**config.mk**
```make
export PLATFORM = sky130hd
export DESIGN_NAME = instr_split_queue
export DESIGN_NICKNAME = d
export VERILOG_FILES = /design/src/rtl/instr_split_queue.sv
export SDC_FILE = /design/constraint.sdc
export NUM_CORES = 1
export LEC_CHECK = 0
export CAP_MARGIN = 5
export CORE_UTILIZATION = 56
export CTS_BUF_LIST = sky130_fd_sc_hd__clkbuf_2 sky130_fd_sc_hd__clkbuf_4 sky130_fd_sc_hd__clkbuf_8
export DETAILED_ROUTE_END_ITERATION = 12
export PLACE_DENSITY = 0.87
export SYNTH_ARGS = -nofsm -noshare
export SYNTH_HDL_FRONTEND = slang
export SYNTH_SLANG_ARGS = --single-unit
```
**constraint.sdc**
```tcl
create_clock -name clk -period 7.7 [get_ports clk]
set_input_delay 1.155 -clock clk [delete_from_list [all_inputs] [get_ports clk]]
set_output_delay 1.155 -clock clk [all_outputs]
set_load 0.01 [all_outputs]
```
**src/rtl/instr_split_queue.sv**
```systemverilog
// instr_split_queue: first-word-fall-through instruction queue. The head
// entry is split combinationally into MIPS instruction fields.
//
// Ports
//   clk, reset     rising-edge clock, synchronous active-high reset
//   flush          synchronous discard of all entries (reset wins over it)
//   in_valid/in_ready/in_instr/in_pc      producer handshake and payload
//   out_valid/out_ready/out_pc            consumer handshake and head PC
//   OP rs rt rd shamt func offset im26    raw fields of the head instruction
//   imm_sext/imm_zext                     offset widened to 32 bits
//   itype          00 R, 01 I, 10 J
//   count          number of occupied entries
module instr_split_queue #(
  parameter int DEPTH = 4,
  parameter int PC_W  = 32
) (
  input  logic                     clk,
  input  logic                     reset,
  input  logic                     flush,
  input  logic                     in_valid,
  output logic                     in_ready,
  input  logic [31:0]              in_instr,
  input  logic [PC_W-1:0]          in_pc,
  output logic                     out_valid,
  input  logic                     out_ready,
  output logic [PC_W-1:0]          out_pc,
  output logic [5:0]               OP,
  output logic [4:0]               rs,
  output logic [4:0]               rt,
  output logic [4:0]               rd,
  output logic [4:0]               shamt,
  output logic [5:0]               func,
  output logic [15:0]              offset,
  output logic [25:0]              im26,
  output logic [31:0]              imm_sext,
  output logic [31:0]              imm_zext,
  output logic [1:0]               itype,
  output logic [$clog2(DEPTH):0]   count
);

  localparam int AW = $clog2(DEPTH);
  localparam int CW = AW + 1;

  typedef struct packed {
    logic [31:0]     instr;
    logic [PC_W-1:0] pc;
  } entry_t;

  entry_t [DEPTH-1:0] mem;
  logic   [AW-1:0]    wr_ptr, rd_ptr;
  logic               enq, deq;
  entry_t             head;

  // No bypass in either direction: readiness depends only on stored count.
  assign in_ready  = (count != CW'(DEPTH));
  assign out_valid = (count != '0);
  assign enq       = in_valid & in_ready & ~flush;
  assign deq       = out_valid & out_ready & ~flush;

  always_ff @(posedge clk) begin
    if (reset) begin
      wr_ptr <= '0;
      rd_ptr <= '0;
      count  <= '0;
    end else if (flush) begin
      wr_ptr <= '0;
      rd_ptr <= '0;
      count  <= '0;
    end else begin
      // DEPTH is a power of two, so pointer wrap is the natural overflow.
      if (enq) wr_ptr <= wr_ptr + AW'(1);
      if (deq) rd_ptr <= rd_ptr + AW'(1);
      count <= count + CW'(enq) - CW'(deq);
    end
  end

  // Storage is not reset; stale contents are hidden by out_valid gating.
  always_ff @(posedge clk) begin
    if (enq && !reset) mem[wr_ptr] <= '{instr: in_instr, pc: in_pc};
  end

  assign head     = out_valid ? mem[rd_ptr] : '0;
  assign out_pc   = head.pc;
  assign OP       = head.instr[31:26];
  assign rs       = head.instr[25:21];
  assign rt       = head.instr[20:16];
  assign rd       = head.instr[15:11];
  assign shamt    = head.instr[10:6];
  assign func     = head.instr[5:0];
  assign offset   = head.instr[15:0];
  assign im26     = head.instr[25:0];
  assign imm_sext = {{16{head.instr[15]}}, head.instr[15:0]};
  assign imm_zext = {16'h0000, head.instr[15:0]};

  always_comb begin
    itype = 2'b00;
    if (out_valid) begin
      if (head.instr[31:26] == 6'd0)
        itype = 2'b00;
      else if (head.instr[31:26] == 6'd2 || head.instr[31:26] == 6'd3)
        itype = 2'b10;
      else
        itype = 2'b01;
    end
  end

endmodule

```
==> results.json, run 1 <==
{
  "pwr-share-seq": 0.551,
  "grt_pass1_vias": 5880,
  "vias": 5507,
  "drt-total-wl_um": 21100,
  "avgSynthCellArea_um2": 19.4,
  "final-setup-viol-count": 0,
  "worstPathMaxFanout": 39,
  "met3_wirelength_um": 1660,
  "async_flop_share": 0,
  "cts.sinks": 263,
  "worstPathCellList": "buf_4, mux4_2, and2_1, clkdlybuf4s50_1",
  "port_buffers": 229,
  "fin_nets": 804,
  "initial_utilization": 0.579,
  "hold_start": "wr_ptr[1]$_SDFFE_PP0N_",
  "r2r_setup_slack_ns": 5.39,
  "gp_congestion": 0.771,
  "cpLargestDelayFamily": "buffers and inverters",
  "synth-edff-count": 256,
  "yosys_warnings": 0,
  "wire_per_inst_um": 20.8,
  "hold_class": "reg -> reg",
  "rows": 50,
  "grt_use_total": 0.214,
  "power.total_uw": 2890,
  "ir_drop_v": 0.000207,
  "final.setup.tns_ns": 0,
  "clock_skew_ns": 0.0172,
  "maxUsedRoutingLayer": "met4",
  "drive_gt1_frac": 0.162,
  "cts_hold_buf": 0,
  "h-tree-depth": 2,
  "routed-wl-met2_um": 11400,
  "area_growth_pct": 22.7,
  "rsz0062_at_grt": "false",
  "grt_pass1_wl_um": 31800,
  "cpMaxStageDelayCell": "dfxtp_4",
  "die_h_um": 142,
  "layout_min_cycle_time_ns": 4.62,
  "root_buffer": "clkbuf_8",
  "yosysSeqAreaShare": 0.710,
  "status": "completed",
  "start_kind": "flip-flop",
  "r2r_start": "count[2]$_SDFF_PP0_",
  "cp.required_ns": 6.55,
  "swShare": 0.205,
  "p_leak_uw": 0.00434,
  "hold_end": "wr_ptr[1]$_SDFFE_PP0N_",
  "maxSlewViolCount": 0,
  "hold_viol": 0,
  "antenna_found_initial": 0,
  "slew-limit-headroom": 0.296,
  "insertion_delay_ns": 0.53,
  "cts_buffers": 40,
  "overflow": 0,
  "post_cts_resized": 0,
  "drt_pass1_iterations": 4,
  "yosysUniqueCellTypes": 31,
  "clk_path_buf_depth": 3,
  "power_frac_clock": 0.377,
  "cap_violations": 0,
  "worstMarginPinSlew_ns": 1.05,
  "period_share": 0.600,
  "place.detailed.hpwl_um": 12600,
  "crit_arrival_ns": 3.47,
  "post-cts-setup-buffer-count": 0,
  "pwr-share-comb": 0.072,
  "clk_pin_slew_ns": 0.06,
  "diodes": 0,
  "cts_tree": "yes",
  "power.density_nw_per_um2": 213,
  "cpPeakStageDelay_ns": 0.70,
  "p_sw_uw": 592,
  "ys.flop_type": "edfxtp_1",
  "critical_path_class": "reg -> out",
  "fmax_ghz": 0.216,
  "path_buf_inv": 2,
  "synthesis.area_um2": 11000,
  "critPathCaptureType": "output pin",
  "whs_path_depth": 2,
  "met1Wirelength_um": 7620,
  "reg2regPathDepth": 9,
  "ant_nets": 0,
  "dieWidth_um": 142,
  "fillers": 1204,
  "die-area_um2": 20200,
  "drt-vias-per-instance": 5.43,
  "io_pins": 246,
  "stdcell_count": 1015,
  "drc_errors": 0,
  "grt_max_degree": 67,
  "timing.rr.end": "count[2]$_SDFF_PP0_",
  "synth_seq_cells": 263,
  "drt_iter0_drc": 356,
  "internal_power_uw": 2290,
  "synthCells": 569,
  "core_um2": 19000,
  "placed_cells": 946
}
[layout make-up]
cell class | instances | area [um2] | share of cell area
Clock inverter | 14 | 88.8 | 0.00657
Timing Repair Buffer | 230 | 2300 | 0.170
Sequential cell | 263 | 7840 | 0.579
Clock buffer | 55 | 669 | 0.0495
Tap cell | 260 | 325 | 0.0241
Multi-Input combinational cell | 184 | 2270 | 0.168
Inverter | 9 | 33.8 | 0.00250
[worst min-delay path, stage by stage, from the launching register on]
cell,delay (ns)
dfxtp_1,0.34
o21ai_0,0.08
a21oi_1,0.06
[logic make-up after synthesis]
group / after synthesis / share of synthesized area
fa+ha+maj: 7 / 0.00863
flops: 263 / 0.710
compound gates: 9 / 0.00431
mux: 64 / 0.136
other cells: 1 / 0.000340
xor+xnor: 2 / 0.00159
buf+inv: 137 / 0.0904
simple gates: 86 / 0.0489
[worst max path at each step]
stage	from	endpoint	slack, ns	cells past startpoint
after floorplan	flush	mem[0]$_DFFE_PP_	4.34	2
after global placement	rd_ptr[0]$_SDFFE_PP0P_	rd[4]	3.58	4
after detailed placement	rd_ptr[0]$_SDFFE_PP0P_	rd[4]	3.53	4
after CTS	rd_ptr[0]$_SDFFE_PP0P_	rd[4]	2.94	4
after global routing	rd_ptr[0]$_SDFFE_PP0P_	imm_sext[16]	2.76	4
final	rd_ptr[0]$_SDFFE_PP0P_	rd[4]	3.08	4
[stage by stage]
| stage | cell area, um2 | utilization | setup WS, ns | hold slack (ns) |
|---|---|---|---|---|
| finish | 13500 | 0.711 | 3.08 | 0.539 |
| global route | 13500 | 0.711 | 2.76 | 0.559 |
| CTS | 13500 | 0.711 | 2.94 | 0.531 |
| detailed placement | 12800 | 0.671 | 3.53 | 0.523 |
| global placement | 12800 | 0.671 | 3.58 | 0.499 |
| floorplan | 11100 | - | 4.34 | 0.482 |
[cell usage in the layout (no fill, tap or decap), types with 3 or more instances in the layout]
cell type,count
edfxtp_1,256
nor2_1,4
ha_1,6
clkdlybuf4s50_1,229
and2_1,67
clkinv_1,9
mux4_1,14
and3_4,4
clkbuf_8,41
dfxtp_1,5
conb_1,16
inv_1,7
mux4_2,50
a21oi_1,5
clkbuf_4,14
o21ai_0,3
[synthesized netlist by cell type, types with 4 or more instances]
cell,n,area share
inv_1,8,0.0027
edfxtp_1,256,0.70
a21oi_1,5,0.0023
clkbuf_1,8,0.0027
nor2_1,4,0.0014
and2_1,67,0.038
mux4_1,14,0.033
ha_1,6,0.0068
buf_4,106,0.072
mux4_2,50,0.10
dfxtp_1,7,0.013
and3_1,4,0.0023
buf_6,6,0.0061
buf_2,5,0.0023
[sequential cells by signal (all words and copies together) (netlist names)]
register	flops
rd_ptr	2
wr_ptr	2
mem	256
count	3
[power groups by stage]
stage | registers [uW] | logic, uW | clock network [uW]
2_1_floorplan | 1620 | 107 | 0
3_3_place_gp | 1620 | 202 | 0
3_5_place_dp | 1620 | 209 | 0
4_1_cts | 1590 | 210 | 1110
5_1_grt | 1590 | 222 | 1160
6_report | 1590 | 208 | 1090
[layer usage]
layer	up-vias	track usage
met3	40	0.0538
met5	-	0
met4	0	0.0758
met1	2792	0.245
li1	2407	-
met2	268	0.389
No activity file was read; power rests on OpenSTA's default activity.
==> run 2, diff against run 1 <==
CORE_UTILIZATION = 52   (was 56)
PLACE_DENSITY = 0.82   (was 0.87)
clock period = 4.5 ns   (was 7.7 ns; I/O delays follow)
==> run 2 against run 1 <==
  * Sequential cell count unchanged
  * Critical path depth is the same
  * Non-clock buffer count up 5
  * First-iteration DRC count down 20%
  * Setup slack got worse by 2.2 ns
  * Sequential power increased by 71%
  * Global-route usage shrank 2.2 points
  * Clock-buffer cell count did not move
  * Total power rose by 72%
  * Critical endpoint is now imm_sext[7]
  * Highest routed layer unchanged
==> results.json, run 2 (synthesized netlist as in run 1, its figures left out) <==
{
  "placed_area_um2": 12800,
  "grt_max_degree": 65,
  "ir_drop_v": 0.000273,
  "swShare": 0.205,
  "io_pins": 246,
  "worstPathMaxFanout": 30,
  "cts_hold_buf": 0,
  "insertion_delay_ns": 0.53,
  "maxSlewViolCount": 0,
  "initial_utilization": 0.538,
  "stdcell_count": 1029,
  "port_buffers": 229,
  "vias": 5434,
  "final_cell_mix": "edfxtp_1 (256), clkdlybuf4s50_1 (229), and2_1 (67)",
  "critPathCaptureType": "output pin",
  "drt-vias-per-instance": 5.28,
  "drive_gt1_frac": 0.166,
  "core_um2": 20500,
  "reg.largest.list": "mem: 256 flops, count: 3 flops",
  "place.detailed.hpwl_um": 12200,
  "area_growth_pct": 23.3,
  "placed_cells": 961,
  "clk_path_buf_depth": 3,
  "final_area_um2": 13600,
  "rsz0062_at_grt": "false",
  "worstMarginPinSlew_ns": 1.02,
  "internal_power_uw": 3950,
  "fmax_ghz": 0.277,
  "hold_slack_ns": 0.549,
  "fin_nets": 810,
  "layout_min_cycle_time_ns": 3.61,
  "crit_arrival_ns": 2.93,
  "die_h_um": 148,
  "ant_nets": 0,
  "cts_tree": "yes",
  "root_buffer": "clkbuf_8",
  "hold_viol": 0,
  "largest_reg_flops": 256,
  "overflow": 0,
  "grt_pass1_wl_um": 31300,
  "rows": 52,
  "status": "completed",
  "drt_iter0_drc": 285,
  "gp_congestion": 0.762,
  "critical_path_class": "reg -> out",
  "power.total_uw": 4960,
  "antenna_found_initial": 1,
  "dieWidth_um": 148,
  "post-cts-setup-buffer-count": 0,
  "p_leak_uw": 0.00436,
  "cp.required_ns": 3.83,
  "final-setup-viol-count": 0,
  "post_cts_resized": 0,
  "hold_class": "reg -> reg",
  "period_share": 0.801,
  "drt-total-wl_um": 20500,
  "cap_violations": 0,
  "clk_pin_slew_ns": 0.06,
  "power.density_nw_per_um2": 365,
  "start_kind": "flip-flop",
  "p_sw_uw": 1020,
  "die-area_um2": 21800,
  "final_common_cell": "edfxtp_1",
  "grt_use_total": 0.192,
  "cts.sinks": 263,
  "slew-limit-headroom": 0.317,
  "pwr-share-seq": 0.549,
  "cts_buffers": 41,
  "pwr-share-comb": 0.072,
  "power_frac_clock": 0.380,
  "clock_skew_ns": 0.0155,
  "regMostFlops": "mem",
  "h-tree-depth": 2,
  "drc_errors": 0,
  "drt_pass1_iterations": 5,
  "wire_per_inst_um": 19.9,
  "final.setup.tns_ns": 0,
  "grt_pass1_vias": 5788
}
## run 2: cell types whose count changed in the layout (fill, tap and decap cells not counted), sizes merged
cell | before | now
buf | 1 | 6
inv | 9 | 8
diode | 0 | 1
clkinv | 11 | 10
## run 2: worst paths after layout
path                                              from                     end  slack (ns)  depth (start not counted)
worst max-delay path            rd_ptr[1]$_SDFFE_PP0P_             imm_sext[7]        0.89                          4
worst min-delay path            wr_ptr[1]$_SDFFE_PP0N_  wr_ptr[1]$_SDFFE_PP0N_        0.55                          2
worst max register to register     count[1]$_SDFF_PP0_     count[2]$_SDFF_PP0_        2.22                          9
worst min register to register  wr_ptr[1]$_SDFFE_PP0N_  wr_ptr[1]$_SDFFE_PP0N_        0.55                          2
## run 2: worst max-delay path: stages (launching register included)
cell	delay, ns
dfxtp_2	0.83
buf_4	0.40
mux4_2	0.23
and2_1	0.33
clkdlybuf4s50_1	0.61
## run 2: cell type report
class,instances,area [um2]
flip-flops and latches,263,7830
fillers,1317,6900
repair buffers,235,2350
multi-input cells,184,2270
clock buffers,55,682
well taps,270,338
clock inverters,12,81.3
inverters,9,33.8
diodes,1,2.50
## run 2: routing by layer
metal	global-route usage	up-vias	share of wire	routed length (um)
li1	-	2416	-	-
met1	0.225	2727	0.38	7780
met2	0.343	256	0.53	10800
met3	0.0515	35	0.071	1460
met4	0.0634	0	0.020	402
met5	0	-	0	0
## run 2: power by group through the flow
| stage | Clock [uW] | Combinational [uW] | Sequential, uW |
|---|---|---|---|
| floorplan | 0 | 183 | 2770 |
| global placement | 0 | 351 | 2770 |
| detailed placement | 0 | 359 | 2770 |
| CTS | 1930 | 361 | 2720 |
| global route | 2020 | 383 | 2720 |
| finish | 1880 | 357 | 2720 |
## run 2: metrics by stage
stage	setup slack, ns	utilization
floorplan	1.62	-
global placement	1.40	0.626
detailed placement	1.36	0.626
CTS	0.780	0.663
global route	0.722	0.663
finish	0.894	0.663
